## config.mk

```make
export PLATFORM = sky130hd
export DESIGN_NAME = gate_not_arbiter
export DESIGN_NICKNAME = d
export VERILOG_FILES = /design/src/rtl/gate_not_arbiter.sv
export SDC_FILE = /design/constraint.sdc
export NUM_CORES = 1
export LEC_CHECK = 0
export ABC_CLOCK_PERIOD_IN_PS = 2050
export CAP_MARGIN = 20
export CORE_AREA = 4 4 41 43
export CTS_CLUSTER_SIZE = 25
export DETAILED_ROUTE_END_ITERATION = 10
export DIE_AREA = 0 0 45 47
export DONT_BUFFER_PORTS = 1
export MAX_ROUTING_LAYER = met4
export SYNTH_ARGS = -nofsm -noshare
export SYNTH_HDL_FRONTEND = slang
export SYNTH_SLANG_ARGS = --single-unit
```

## constraint.sdc

```tcl
create_clock -name clk -period 2.05 [get_ports clk]
set_clock_uncertainty 0.1 [all_clocks]
set_input_delay 0.41 -clock clk [delete_from_list [all_inputs] [get_ports clk]]
set_output_delay 0.41 -clock clk [all_outputs]
set_load 0.1 [all_outputs]
```

## src/rtl/gate_not_arbiter.sv

```systemverilog
// Round-robin arbiter sequencing R requesters onto one shared N-bit inverter (F = ~A).
// Define GATE_NOT_ARB_FIXED_PRIO_EN for fixed lowest-index-wins priority instead of round-robin.
module gate_not_arbiter #(
  parameter  int N  = 4,
  parameter  int R  = 4,
  localparam int IW = (R > 1) ? $clog2(R) : 1
) (
  input  logic           clk,
  input  logic           rst_n,
  input  logic [R-1:0]   req_valid,
  input  logic [R*N-1:0] req_data,
  output logic [R-1:0]   req_ready,
  output logic           res_valid,
  output logic [N-1:0]   res_data,
  output logic [IW-1:0]  res_id,
  input  logic           res_ready,
  output logic           busy
);

  typedef enum logic {IDLE, HOLD} state_e;

  state_e          state_q, state_d;
  logic            res_valid_q, res_valid_d;
  logic [N-1:0]    res_data_q, res_data_d;
  logic [IW-1:0]   res_id_q, res_id_d;
  logic            found;
  logic [IW-1:0]   win;

`ifdef GATE_NOT_ARB_FIXED_PRIO_EN
  always_comb begin
    found = 1'b0;
    win   = '0;
    // Descending scan so the lowest valid index is the last one written.
    for (int k = R - 1; k >= 0; k--) begin
      if (req_valid[IW'(k)]) begin
        found = 1'b1;
        win   = IW'(k);
      end
    end
  end
`else
  logic [IW-1:0]   last_q, last_d;
  int              idx;

  always_comb begin
    found = 1'b0;
    win   = '0;
    idx   = 0;
    for (int k = 0; k < R; k++) begin
      idx = int'(last_q) + 1 + k;
      if (idx >= R) idx = idx - R;
      if (!found && req_valid[IW'(idx)]) begin
        found = 1'b1;
        win   = IW'(idx);
      end
    end
  end
`endif

  always_comb begin
    state_d     = state_q;
    res_valid_d = res_valid_q;
    res_data_d  = res_data_q;
    res_id_d    = res_id_q;
    req_ready   = '0;
`ifndef GATE_NOT_ARB_FIXED_PRIO_EN
    last_d      = last_q;
`endif
    unique case (state_q)
      IDLE: begin
        if (found) begin
          // Gated by rst_n so the grant disappears the instant reset asserts.
          req_ready[win] = rst_n;
          res_data_d     = ~req_data[int'(win)*N +: N];
          res_id_d       = win;
          res_valid_d    = 1'b1;
          state_d        = HOLD;
`ifndef GATE_NOT_ARB_FIXED_PRIO_EN
          last_d         = win;
`endif
        end
      end
      HOLD: begin
        if (res_ready) begin
          res_valid_d = 1'b0;
          state_d     = IDLE;
        end
      end
    endcase
  end

  always_ff @(posedge clk or negedge rst_n) begin
    if (!rst_n) begin
      state_q     <= IDLE;
      res_valid_q <= 1'b0;
      res_data_q  <= '0;
      res_id_q    <= '0;
`ifndef GATE_NOT_ARB_FIXED_PRIO_EN
      last_q      <= IW'(R - 1);
`endif
    end else begin
      state_q     <= state_d;
      res_valid_q <= res_valid_d;
      res_data_q  <= res_data_d;
      res_id_q    <= res_id_d;
`ifndef GATE_NOT_ARB_FIXED_PRIO_EN
      last_q      <= last_d;
`endif
    end
  end

  assign res_valid = res_valid_q;
  assign res_data  = res_data_q;
  assign res_id    = res_id_q;
  assign busy      = (state_q == HOLD);

endmodule
```

==> results of run 1 <==
## worst paths after layout
kind                                 to  startpoint
max reg2reg                 res_data[0]   last_q[1]
min                                busy   res_ready
max                        req_ready[3]   last_q[1]
min reg2reg                   last_q[0]   last_q[0]
max in group asynchronous     last_q[0]       rst_n
min in group asynchronous   res_data[2]       rst_n
## flip-flops by register name, summed over array words and instances, names as in the netlist
signal,count
res_data,4
last_q,2
res_id,2
busy,1
res_valid,1
## power groups by stage
stage	Clock, mW	Combinational, mW	Sequential [mW]
global placement	0	0.561	0.393
finish	0.156	0.634	0.396
floorplan	0	0.234	0.605
detailed placement	0	0.580	0.398
CTS	0.154	0.629	0.395
global route	0.162	0.658	0.402
## stage by stage
| stage | std cells | setup slack, ns | TNS, ns |
|---|---|---|---|
| 2_1_floorplan | 61 | -0.524 | -1.67 |
| 3_3_place_gp | 92 | 0.0218 | 0 |
| 3_5_place_dp | 92 | -0.0454 | -0.120 |
| 4_1_cts | 101 | -0.310 | -1.27 |
| 5_1_grt | 102 | -0.369 | -1.63 |
| 6_report | 102 | -0.338 | -1.32 |
## cells in the final DEF (no fill, tap or decap), drive strengths merged
cell type,count
o22ai,1
nor2,5
nand3,2
nand2,2
nand2b,4
a211oi,2
o21a,2
and2b,1
o221a,3
nand3b,2
dfstp,2
a21oi,3
a31oi,2
dfrtp,8
o21ai,1
mux2,2
buf,22
o211ai,1
mux2i,7
dlygate4sd3,1
a21o,3
and2,1
clkbuf,4
inv,2
or3,4
## timing repair
item                       4_1_cts  5_1_grt
setup endpoints to repair        5        9
pin swaps                        5        3
setup buffers                    4        1
hold endpoints to repair        10        0
hold buffers                     1        0
gates resized for setup          5        1
## metal layers
layer | up-vias | wire length, µm
met2 | 37 | 1090
met3 | 5 | 146
met1 | 309 | 638
li1 | 280 | -
met4 | 0 | 45
met5 | - | 0
## critical path, delay by kind of cell (launching register included)
family          cells  cell delay [ns]
buf+inv             2             0.32
compound gates      2             0.33
mux                 1             0.26
simple gates        1             0.07
flops               1             0.61
## cell type report
type / count / area share [%]
well taps: 15 / 1.91
flip-flops and latches: 10 / 25.8
multi-input cells: 48 / 45.6
clock buffers: 4 / 2.67
inverters: 2 / 0.762
repair buffers: 23 / 23.3
## cell families after synthesis
logic type,count (synthesis),share of synthesized area [%]
and+or+nand+nor,21,18.8
buffers and inverters,3,2.99
muxes,9,14.8
AOI/OAI and AO/OA,18,23.2
DFF,10,40.3
==> impl_metrics.csv, run 1 <==
group,metric,value,unit
cells_and_area,multi_input_area,449,µm²
synthesis,synth_nets,84,
setup_path,cp_slowest_cell,"dfstp_2",
sta,hold_slack,0.0983,ns
run,max-cap-violations,0,
status,violations,"setup timing",
sta,timing.final.crit_share,117,%
cells_and_area,utilization,75.7,%
synthesis,yosys_warnings,0,
power,share_seq_of_total_power,33.4,%
worst_hold_path,min_path_type,"input port to flop",
setup_path,cp_max_fo,7,
sta,worstMarginPinSlew,0.914,ns
global_routing,grt_first_pass_wirelength,2990,µm
setup_path,criticalPathCategory,"flop to output port",
global_routing,grt-ovfl-total,0,
synthesis,synth_commonest_cells,"dfrtp_1 (8), mux2i_1 (7), nor2_1 (5), nand2b_1 (4), or3_1 (4)",
setup_path,cp_slowest_stage_delay,0.61,ns
synthesis,syn_area_per_cell,10.3,µm²
global_routing,grt_pass1_vias,685,
sta,max_freq,419,MHz
route,vias_per_cell,6.19,
power,internal_power,0.555,mW
sta,fin_ws,-0.338,ns
setup_path,end_kind,"output port",
sta,hold_viol,0,
clock_network,insertion_delay,0.29,ns
cells_and_area,fin_area,985,µm²
power,p_leak,0.408,nW
place,place.gp.congestion,0.790,
place,placed_area,880,µm²
clock_network,cts.path.max_buffers,2,
setup_path,r2r_cells,6,
synthesis,syn-cell-area,627,µm²
setup_path,cp.arrival,1.88,ns
power,power.share.clock,13.2,%
cells_and_area,antenna_cells,0,
floorplan,initial_core_util,48.2,%
power,switching_share,53.2,%
status,status,"finished, violations left",
global_routing,use_met2,39.3,%
cells_and_area,nets,111,
floorplan,die_x,45,µm
route,drt-pass1-iter-count,6,
synthesis,synth_edf_count,0,
setup_path,cp-start-kind,"flop",
setup_path,r2r_setup_slack,-0.04,ns
power,combPwrFrac,53.5,%
clock_network,cts-root-buf,"clkbuf_4",
sta,slew-limit-headroom,39.1,%
global_routing,antenna_found_initial,0,
route,antenna_left,0,
floorplan,dieArea,2120,µm²
power,p_switching,0.631,mW
synthesis,ys_top_cells_by_area,"dfrtp_1 (32%), mux2i_1 (11%), dfstp_2 (8.4%), o221a_2 (5.4%), nand2b_1 (4.0%)",
synthesis,async_flop_share,100,%
synthesis,ys_ff_latch,10,
place,numPortBuffers,0,
clock_network,path_clk_slew,0.08,ns
floorplan,io_pins,35,
floorplan,row_count,13,
synthesis,ys.flop_type,"dfrtp_1",
global_routing,grtUsageTotal,21.2,%
synthesis,ys_seq_area_share,40.3,%
clock_network,clock-sinks,10,
global_routing,grt-busiest-layer,"met2",
synthesis,synth_cell_types,25,
global_routing,use_met1,18.6,%
sta,setup-violations-final,5,
route,first_iter_violations,14,
power,cellPowerDensity,1200,nW/µm²
synthesis,yosysTopAreaCellShare,31.9,%
synthesis,synthCells,61,
power,total_power,1.19,mW
power,peakVddDrop,0.961,mV
route,drt_wl_total,1920,µm
floorplan,core,1300,µm²
sta,layout_min_cycle_time,2.39,ns
cells_and_area,layout-drive-gt1-share,56.3,%
place,dp_hpwl,1460,µm
global_routing,use_met3,4.21,%
route,wire_per_inst,18.8,µm
cells_and_area,ff_latch_area,254,µm²
clock_network,numCtsBuffers,3,
cells_and_area,num-fill-cells,81,
sta,rsz0062_at_grt,"yes",
floorplan,die_h,47,µm
global_routing,grt_max_degree,11,
route,route.vias.total,631,
worst_hold_path,min_path_cells,1,
clock_network,h-tree-depth,1,
cells_and_area,syn2layout_area_growth,57.1,%
route,drc,0,
clock_network,cts_tree,"yes",
setup_path,critPathRequiredTime,1.54,ns
synthesis,yosysTopAreaCell,"dfrtp_1",
synthesis,synthMostInstantiatedCell,"dfrtp_1",
setup_path,crit_chain,"mux2i_2, o22ai_2, buf_4, a21oi_4, nor2_4, buf_12",
sta,drv_slew,0,
(Power assumes the default switching activity.)
==> inputs of run 2 (changes only) <==
- ABC_CLOCK_PERIOD_IN_PS: 2050 -> 2900
- clock period: 2.05 -> 2.9 ns (I/O delays scaled with it)
==> run 2 against run 1 <==
  * The run now ends clean
  * Non-clock buffer count fell by 15
  * Utilization fell by 12 points
  * Worst hold slack got worse by 0.054 ns
==> impl_metrics.csv, run 2 (synthesis gave the netlist of run 1 again) <==
group,metric,value,unit
global_routing,grt_max_degree,10,
cells_and_area,largest_reg_flops,4,
clock_network,clock-sinks,10,
setup_path,cp-start-kind,"flop",
sta,setup-violations-final,0,
place,post-place-ws,0.410,ns
sta,timing.final.crit_share,90.5,%
sta,layout_min_cycle_time,2.62,ns
global_routing,grtUsageTotal,16.7,%
clock_network,h-tree-depth,1,
status,status,"complete, no violations",
global_routing,grt_pass1_vias,560,
setup_path,critPathRequiredTime,2.22,ns
sta,hold_viol,0,
cells_and_area,syn2layout_area_growth,31.5,%
sta,slew-limit-headroom,37.6,%
floorplan,io_pins,35,
power,p_leak,0.333,nW
sta,fin_tns_setup,0,ns
floorplan,initial_core_util,48.2,%
sta,max_freq,381,MHz
clock_network,cts-root-buf,"clkbuf_4",
setup_path,crit_start,"last_q[1]",
cells_and_area,nets,96,
global_routing,antenna_found_initial,0,
setup_path,end_kind,"output port",
route,drt_wl_total,1490,µm
route,vias_per_cell,6.22,
place,dp_hpwl,1160,µm
clock_network,path_clk_slew,0.07,ns
cells_and_area,mostFrequentLayoutCells,"mux2i_1 (7), dfrtp_1 (7), nand2b_1 (4), or3_1 (4), buf_12 (4)",
sta,rsz0062_at_grt,"no",
clock_network,insertion_delay,0.27,ns
setup_path,cp.arrival,1.94,ns
global_routing,grt_first_pass_wirelength,2430,µm
power,cellPowerDensity,914,nW/µm²
route,route.vias.total,541,
setup_path,criticalPathCategory,"flop to output port",
sta,worstMarginPinSlew,0.936,ns
floorplan,dieArea,2120,µm²
floorplan,die_x,45,µm
place,numPortBuffers,0,
clock_network,cts_tree,"yes",
setup_path,r2r_setup_slack,0.83,ns
cells_and_area,layout-drive-gt1-share,43.1,%
setup_path,cp_max_fo,7,
floorplan,row_count,13,
setup_path,r2r-end,"res_data[2]",
cells_and_area,antenna_cells,0,
route,drc,0,
setup_path,reg2reg_from,"last_q[1]",
route,drt-pass1-iter-count,4,
route,wire_per_inst,17.2,µm
setup_path,worstSetupEndpoint,"req_ready[1]",
clock_network,cts.path.max_buffers,2,
power,peakVddDrop,0.610,mV
sta,drv_slew,0,
setup_path,r2r_cells,5,
worst_hold_path,min_path_type,"input port to asynchronous set/reset pin",
route,antenna_left,0,
floorplan,die_h,47,µm
route,first_iter_violations,11,
sta,fin_ws,0.276,ns
clock_network,numCtsBuffers,3,
cells_and_area,multi_input_area,395,µm²
floorplan,core,1300,µm²
cells_and_area,num-fill-cells,106,
global_routing,grt-ovfl-total,0,
run,max-cap-violations,0,
cells_and_area,ff_latch_area,254,µm²
place,place.gp.congestion,0.737,
run 2: cell count changes in the layout (fill, tap and decap cells not counted), sizes merged:
cell,change
buf,-15
run 2: critical path, cell delays in order (launching register included):
cell     delay (ns)
dfstp_2        0.59
mux2i_1        0.09
o22ai_1        0.45
a21oi_2        0.16
nor2_2         0.20
buf_12         0.19
run 2: metrics by stage:
stage | instances | area [µm²] | total power [mW] | hold slack (ns) | util (%)
6_report | 87 | 825 | 0.753 | 0.0439 | 63.4
5_1_grt | 87 | 825 | 0.786 | 0.0302 | 63.4
4_1_cts | 87 | 821 | 0.758 | 0.0370 | 63.1
3_5_place_dp | 82 | 774 | 0.626 | 0.185 | 59.5
3_3_place_gp | 82 | 774 | 0.622 | 0.185 | 59.5
2_1_floorplan | 61 | 664 | 0.585 | 0.184 | -
run 2: power by group:
part / internal, mW / switching [mW]
logic: 0.0941 / 0.109
clock network: 0.0762 / 0.0500
registers: 0.178 / 0.246
total: 0.348 / 0.405
run 2: layer usage:
metal	part of all wire, %	GRT usage [%]	vias up
li1	-	-	252
met1	41	18.1	264
met2	47	26.8	23
met3	11	8.05	2
met4	0.54	5.26	0
met5	0	-	-
run 2: worst min-delay path by stage:
stage,startpoint,endpoint,slack [ns],cells after the start
floorplan,rst_n,busy,0.18,0
global placement,rst_n,res_data[2],0.18,0
detailed placement,rst_n,res_data[1],0.18,0
CTS,rst_n,last_q[0],0.04,0
global route,rst_n,last_q[0],0.03,0
finish,rst_n,last_q[0],0.04,0
run 2: cell type report:
class                      count  share of cell area [%]
timing repair buffer           8                    13.7
clock buffer                   4                    4.40
inverter                       2                   0.910
tap                           15                    2.28
multi-input combinational     48                    48.0
sequential                    10                    30.8
run 2: what timing repair did:
item                                    4_1_cts  5_1_grt
gates resized for setup                       0        1
hold endpoints to repair                      8        0
hold buffers                                  1        0
buffers inserted                              0        0
endpoints found under the setup margin        0        2
==> RTL edit 1: new RTL, config.mk and constraints of run 1 <==
Take the reset off `res_data_q` and load it in a clocked block of its own.
--- a/src/rtl/gate_not_arbiter.sv
+++ b/src/rtl/gate_not_arbiter.sv
@@ -95,3 +95,2 @@
       res_valid_q <= 1'b0;
-      res_data_q  <= '0;
       res_id_q    <= '0;
@@ -103,3 +102,2 @@
       res_valid_q <= res_valid_d;
-      res_data_q  <= res_data_d;
       res_id_q    <= res_id_d;
@@ -109,2 +107,6 @@
     end
+  end
+
+  always_ff @(posedge clk) begin
+    res_data_q <= res_data_d;
   end
Formal check against the unedited RTL: not equivalent (Yosys sat finds a counterexample within 4 cycles, from zero or initial values and one cycle with rst_n low).
==> RTL edit 1 against run 1 <==
- the run still ends with setup timing left
- sequential cell count unchanged
- routed wire length decreased by 18%
- area after synthesis increased by 0.20%
- synthesized cell count decreased by 8.2%
- total power decreased by 4.7%
- global-route usage decreased by 5.0 points
- worst setup slack improved by 0.094 ns
- cell area decreased by 4.1%
- largest power group unchanged
- highest routed layer unchanged
==> RTL edit 1: results <==
# TYPE chip_impl_metric gauge
chip_impl_metric{name="synth_async_sr_flop_share",unit="%"} 60.0
chip_impl_metric{name="final_layout_size_suffix_gt1_share",unit="%"} 55.8
chip_impl_metric{name="hpwl_after_dpl",unit="um"} 1200
chip_impl_metric{name="critical_path_arrival",unit="ns"} 1.78
chip_impl_metric{name="synth_fp_nets",unit=""} 79
chip_impl_metric{name="power.ir.vdd_worst",unit="uV"} 572
chip_impl_metric{name="yosysWarnings",unit=""} 0
chip_impl_metric{name="netlist-cell-type-count",unit=""} 19
chip_impl_metric{name="sequential_share_of_the_synthesized_area",unit="%"} 43.4
chip_impl_info{name="r2r_end",value="res_data[0]$_DFFE_PP_"} 1
chip_impl_metric{name="via_count_of_the_first_global_routing_pass",unit=""} 525
chip_impl_metric{name="finalWeightedCongestion",unit=""} 0.735
chip_impl_metric{name="synth_enable_flop_cells",unit=""} 4
chip_impl_metric{name="hold_ws",unit="ns"} 0.132
chip_impl_metric{name="drt_pre_antenna_iters",unit=""} 4
chip_impl_metric{name="grt_pass1_wl",unit="um"} 2260
chip_impl_metric{name="layout_setup_ws",unit="ns"} -0.244
chip_impl_metric{name="via_per_inst",unit=""} 5.68
chip_impl_metric{name="setup_viol_count_final",unit=""} 7
chip_impl_metric{name="gr-usage-all-layers",unit="%"} 16.1
chip_impl_info{name="status",value="complete, but fails checks"} 1
chip_impl_info{name="min_path_type",value="in2reg"} 1
chip_impl_metric{name="cts_buffer_depth",unit=""} 2
chip_impl_metric{name="ff2ff_setup_slack",unit="ns"} 0
chip_impl_metric{name="leakage",unit="nW"} 0.380
chip_impl_metric{name="slew_headroom",unit="%"} 40.1
chip_impl_info{name="cp_top_family",value="simple AND/OR/NAND/NOR gates"} 1
chip_impl_metric{name="wire_per_inst",unit="um"} 17.0
chip_impl_info{name="violations",value="setup timing"} 1
chip_impl_metric{name="timing.critical_path.fanout_max",unit=""} 4
chip_impl_info{name="yosys-top-cells-count",value="9 x mux2i_1, 7 x nor2_1, 6 x mux2_2"} 1
chip_impl_metric{name="clock_network_latency_to_the_later_pin_of_the_worst_skew_pair",unit="ns"} 0.27
chip_impl_info{name="top_cells_by_area_synth",value="edfxtp_1 19%, dfrtp_1 16%, mux2i_1 14%"} 1
chip_impl_metric{name="detailedPlace.worstSlack",unit="ns"} 0.0218
chip_impl_metric{name="design.final.nets",unit=""} 101
chip_impl_metric{name="cp_slowest_stage_delay",unit="ns"} 0.57
chip_impl_metric{name="fill_cells",unit=""} 91
chip_impl_metric{name="grt_start_max_net_pins",unit=""} 10
## RTL edit 1: cell count changes after synthesis, moves of 3 or more
cell,change
edfxtp_1,+4
o221a_2,-3
mux2_2,+4
or3_1,-4
nor2b_1,+3
dfrtp_1,-4
## RTL edit 1: report_power, final
group          internal (mW)  switching, mW  leakage, nW
Clock                 0.0702         0.0667       0.0154
Combinational          0.250          0.368        0.260
Sequential             0.274          0.101        0.105
Total                  0.594          0.536        0.380
## RTL edit 1: kinds of logic (layout without fill, tap and decap cells)
family	after synthesis	in the layout	share of synthesized area, %
AND/OR/NAND/NOR	22	22	18.1
buffers and inverters	1	22	1.79
AO/OA/AOI/OAI	8	8	11.6
multiplexers	15	15	25.1
flip-flops	10	10	43.4
## RTL edit 1: how the worst max path moves through the flow
stage,cells after the start,slack (ns),from,end
2_1_floorplan,4,-0.14,last_q[1]$_DFFE_PN1P_,req_ready[1]
3_3_place_gp,5,0.11,last_q[1]$_DFFE_PN1P_,req_ready[3]
3_5_place_dp,5,0.02,last_q[1]$_DFFE_PN1P_,req_ready[1]
4_1_cts,5,-0.25,last_q[1]$_DFFE_PN1P_,req_ready[1]
5_1_grt,5,-0.34,last_q[1]$_DFFE_PN1P_,req_ready[3]
6_report,5,-0.24,last_q[0]$_DFFE_PN1P_,req_ready[1]
## RTL edit 1: through the flow
step                      cells  setup TNS [ns]  utilization (%)  cell area (sq um)  total power, mW
final                        92          -0.886             72.6                945             1.13
after global routing         92           -1.63             72.6                945             1.18
after CTS                    90          -0.904             68.4                890             1.09
after detailed placement     84               0             64.4                838            0.918
after global placement       84               0             64.4                838            0.895
after floorplan              56          -0.460                -                676            0.809
## RTL edit 1: routing by layer
metal	up-vias	part of all wire [%]	global-route usage (%)
li1	245	-	-
met1	242	33	13.3
met2	34	54	30.2
met3	2	12	8.81
met4	0	0.77	5.26
met5	-	0	-
## RTL edit 1: final cells by class
type,instances,area [sq um],area share [%]
multi-input cells,45,434,46.0
flip-flops and latches,10,274,29.0
repair buffers,18,191,20.3
clock buffers,3,22.5,2.38
well taps,15,18.8,1.99
clock inverters,1,3.75,0.397
## RTL edit 1: what timing repair did
item	CTS	global route
gates resized for setup	1	6
pin swaps	0	4
buffers inserted	1	2
hold endpoints to repair	6	0
endpoints found under the setup margin	4	8
hold buffers	1	0
## RTL edit 1: worst reg2reg max path: stages, from the launching register on
cell	delay [ns]
dfstp_2	0.58
nand2b_4	0.15
a21oi_4	0.06
o221ai_4	0.31
buf_4	0.18
buf_6	0.11
mux2_2	0.33
==> RTL edit 2: new RTL, flow settings as in run 1 <==
Made on the original files. `N`: 4 -> 2.
--- a/src/rtl/gate_not_arbiter.sv
+++ b/src/rtl/gate_not_arbiter.sv
@@ -3,3 +3,3 @@
 module gate_not_arbiter #(
-  parameter  int N  = 4,
+  parameter  int N  = 2,
   parameter  int R  = 4,
Ports: changed (resized req_data and res_data); port bits go from 35 to 25. The function was not compared with the original's and may differ.
==> RTL edit 2 against run 1 <==
- the flow still finishes with violations (setup timing)
- hold slack improved by 0.050 ns
- critical path depth decreased by 1
- area after synthesis fell by 12%
- sequential cell count shrank 2
- global-route usage shrank 4.9 points
- cell area fell by 14%
- non-clock buffer count down 4
- routed wire length shrank 28%
- combinational power is 21% lower
- worst setup slack better by 0.029 ns
- total power decreased by 18%
- core utilization fell by 11 points
- sequential power fell by 10%
- largest power group unchanged
==> RTL edit 2: results <==
# TYPE chip_impl_metric gauge
chip_impl_info{name="status",value="complete, but fails checks"} 1
chip_impl_info{name="violations",value="setup timing"} 1
chip_impl_metric{name="power.ir.vdd_worst",unit="uV"} 689
chip_impl_metric{name="drtIter0Drc",unit=""} 17
chip_impl_metric{name="finalWeightedCongestion",unit=""} 0.858
chip_impl_metric{name="synthCells",unit=""} 62
chip_impl_metric{name="layout.cells.non_filler",unit=""} 98
chip_impl_metric{name="post_cts_resized",unit=""} 5
chip_impl_metric{name="timing.critical_path.fanout_max",unit=""} 5
chip_impl_metric{name="fill_cells",unit=""} 105
chip_impl_metric{name="synth_fp_nets",unit=""} 77
chip_impl_metric{name="final_layout_size_suffix_gt1_share",unit="%"} 45.8
chip_impl_metric{name="placed_cells",unit=""} 91
chip_impl_metric{name="netlist-cell-type-count",unit=""} 27
chip_impl_metric{name="clock_network_latency_to_the_later_pin_of_the_worst_skew_pair",unit="ns"} 0.24
chip_impl_metric{name="cp_slowest_stage_delay",unit="ns"} 0.57
chip_impl_metric{name="setup_viol_count_final",unit=""} 4
chip_impl_metric{name="grt_start_max_net_pins",unit=""} 10
chip_impl_metric{name="grt_pass1_wl",unit="um"} 2420
chip_impl_metric{name="sequential_share_of_the_synthesized_area",unit="%"} 36.7
chip_impl_metric{name="tightestPinTransition",unit="ns"} 0.899
chip_impl_metric{name="layout_setup_ws",unit="ns"} -0.309
chip_impl_metric{name="via_count_of_the_first_global_routing_pass",unit=""} 551
chip_impl_metric{name="cts.repair_timing.setup_buffer_count",unit=""} 2
chip_impl_metric{name="clk_pin_slew_worst_paths",unit="ns"} 0.05
chip_impl_metric{name="critical_path_arrival",unit="ns"} 1.85
chip_impl_metric{name="leakage",unit="nW"} 0.345
chip_impl_metric{name="routed-via-count",unit=""} 530
chip_impl_metric{name="detailedPlace.worstSlack",unit="ns"} -0.0776
chip_impl_metric{name="final_total_negative_setup_slack",unit="ns"} -1.14
chip_impl_metric{name="cts_made_buffers",unit=""} 3
chip_impl_metric{name="detailed_place.area",unit="sq um"} 772
RTL edit 2: routing by layer:
layer	vias up	wire (um)	track usage, %
li1	266	-	-
met1	240	555	18.5
met2	24	696	26.6
met3	0	127	5.75
met4	0	0	5.26
met5	-	0	-
RTL edit 2: report_power, final:
part           switching (mW)  total [mW]  internal, mW
clock                  0.0492       0.123        0.0741
sequential              0.147       0.355         0.208
combinational           0.312       0.498         0.186
RTL edit 2: kinds of logic after synthesis:
| family | share of synthesized area (%) |
|---|---|
| simple gates | 28.5 |
| buf+inv | 4.07 |
| compound gates | 27.2 |
| mux | 3.62 |
| flops | 36.7 |
RTL edit 2: layout make-up:
type	instances	area (sq um)	share of cell area, %
Clock buffer	4	26.3	3.10
Inverter	2	7.51	0.886
Multi-Input combinational cell	50	389	45.9
Sequential cell	8	206	24.4
Tap cell	15	18.8	2.22
Timing Repair Buffer	19	199	23.5
RTL edit 2: worst paths after layout:
kind,start,to,slack [ns],cells past startpoint
max in group asynchronous,rst_n,last_q[1]$_DFFE_PN1P_,1.13,1
max reg2reg,last_q[1]$_DFFE_PN1P_,res_data[0]$_DFFE_PN0P_,0.03,7
min,res_ready,busy$_DFF_PN0_,0.15,1
min reg2reg,last_q[0]$_DFFE_PN1P_,last_q[0]$_DFFE_PN1P_,0.42,2
max,last_q[1]$_DFFE_PN1P_,req_ready[2],-0.31,5
min in group asynchronous,rst_n,res_data[0]$_DFFE_PN0P_,0.40,1
RTL edit 2: worst max-delay path: cells and delay by family, from the launching register on:
family | cells | cell delay [ns]
flip-flops | 1 | 0.57
AO/OA/AOI/OAI | 1 | 0.40
buffers and inverters | 1 | 0.18
AND/OR/NAND/NOR | 3 | 0.46
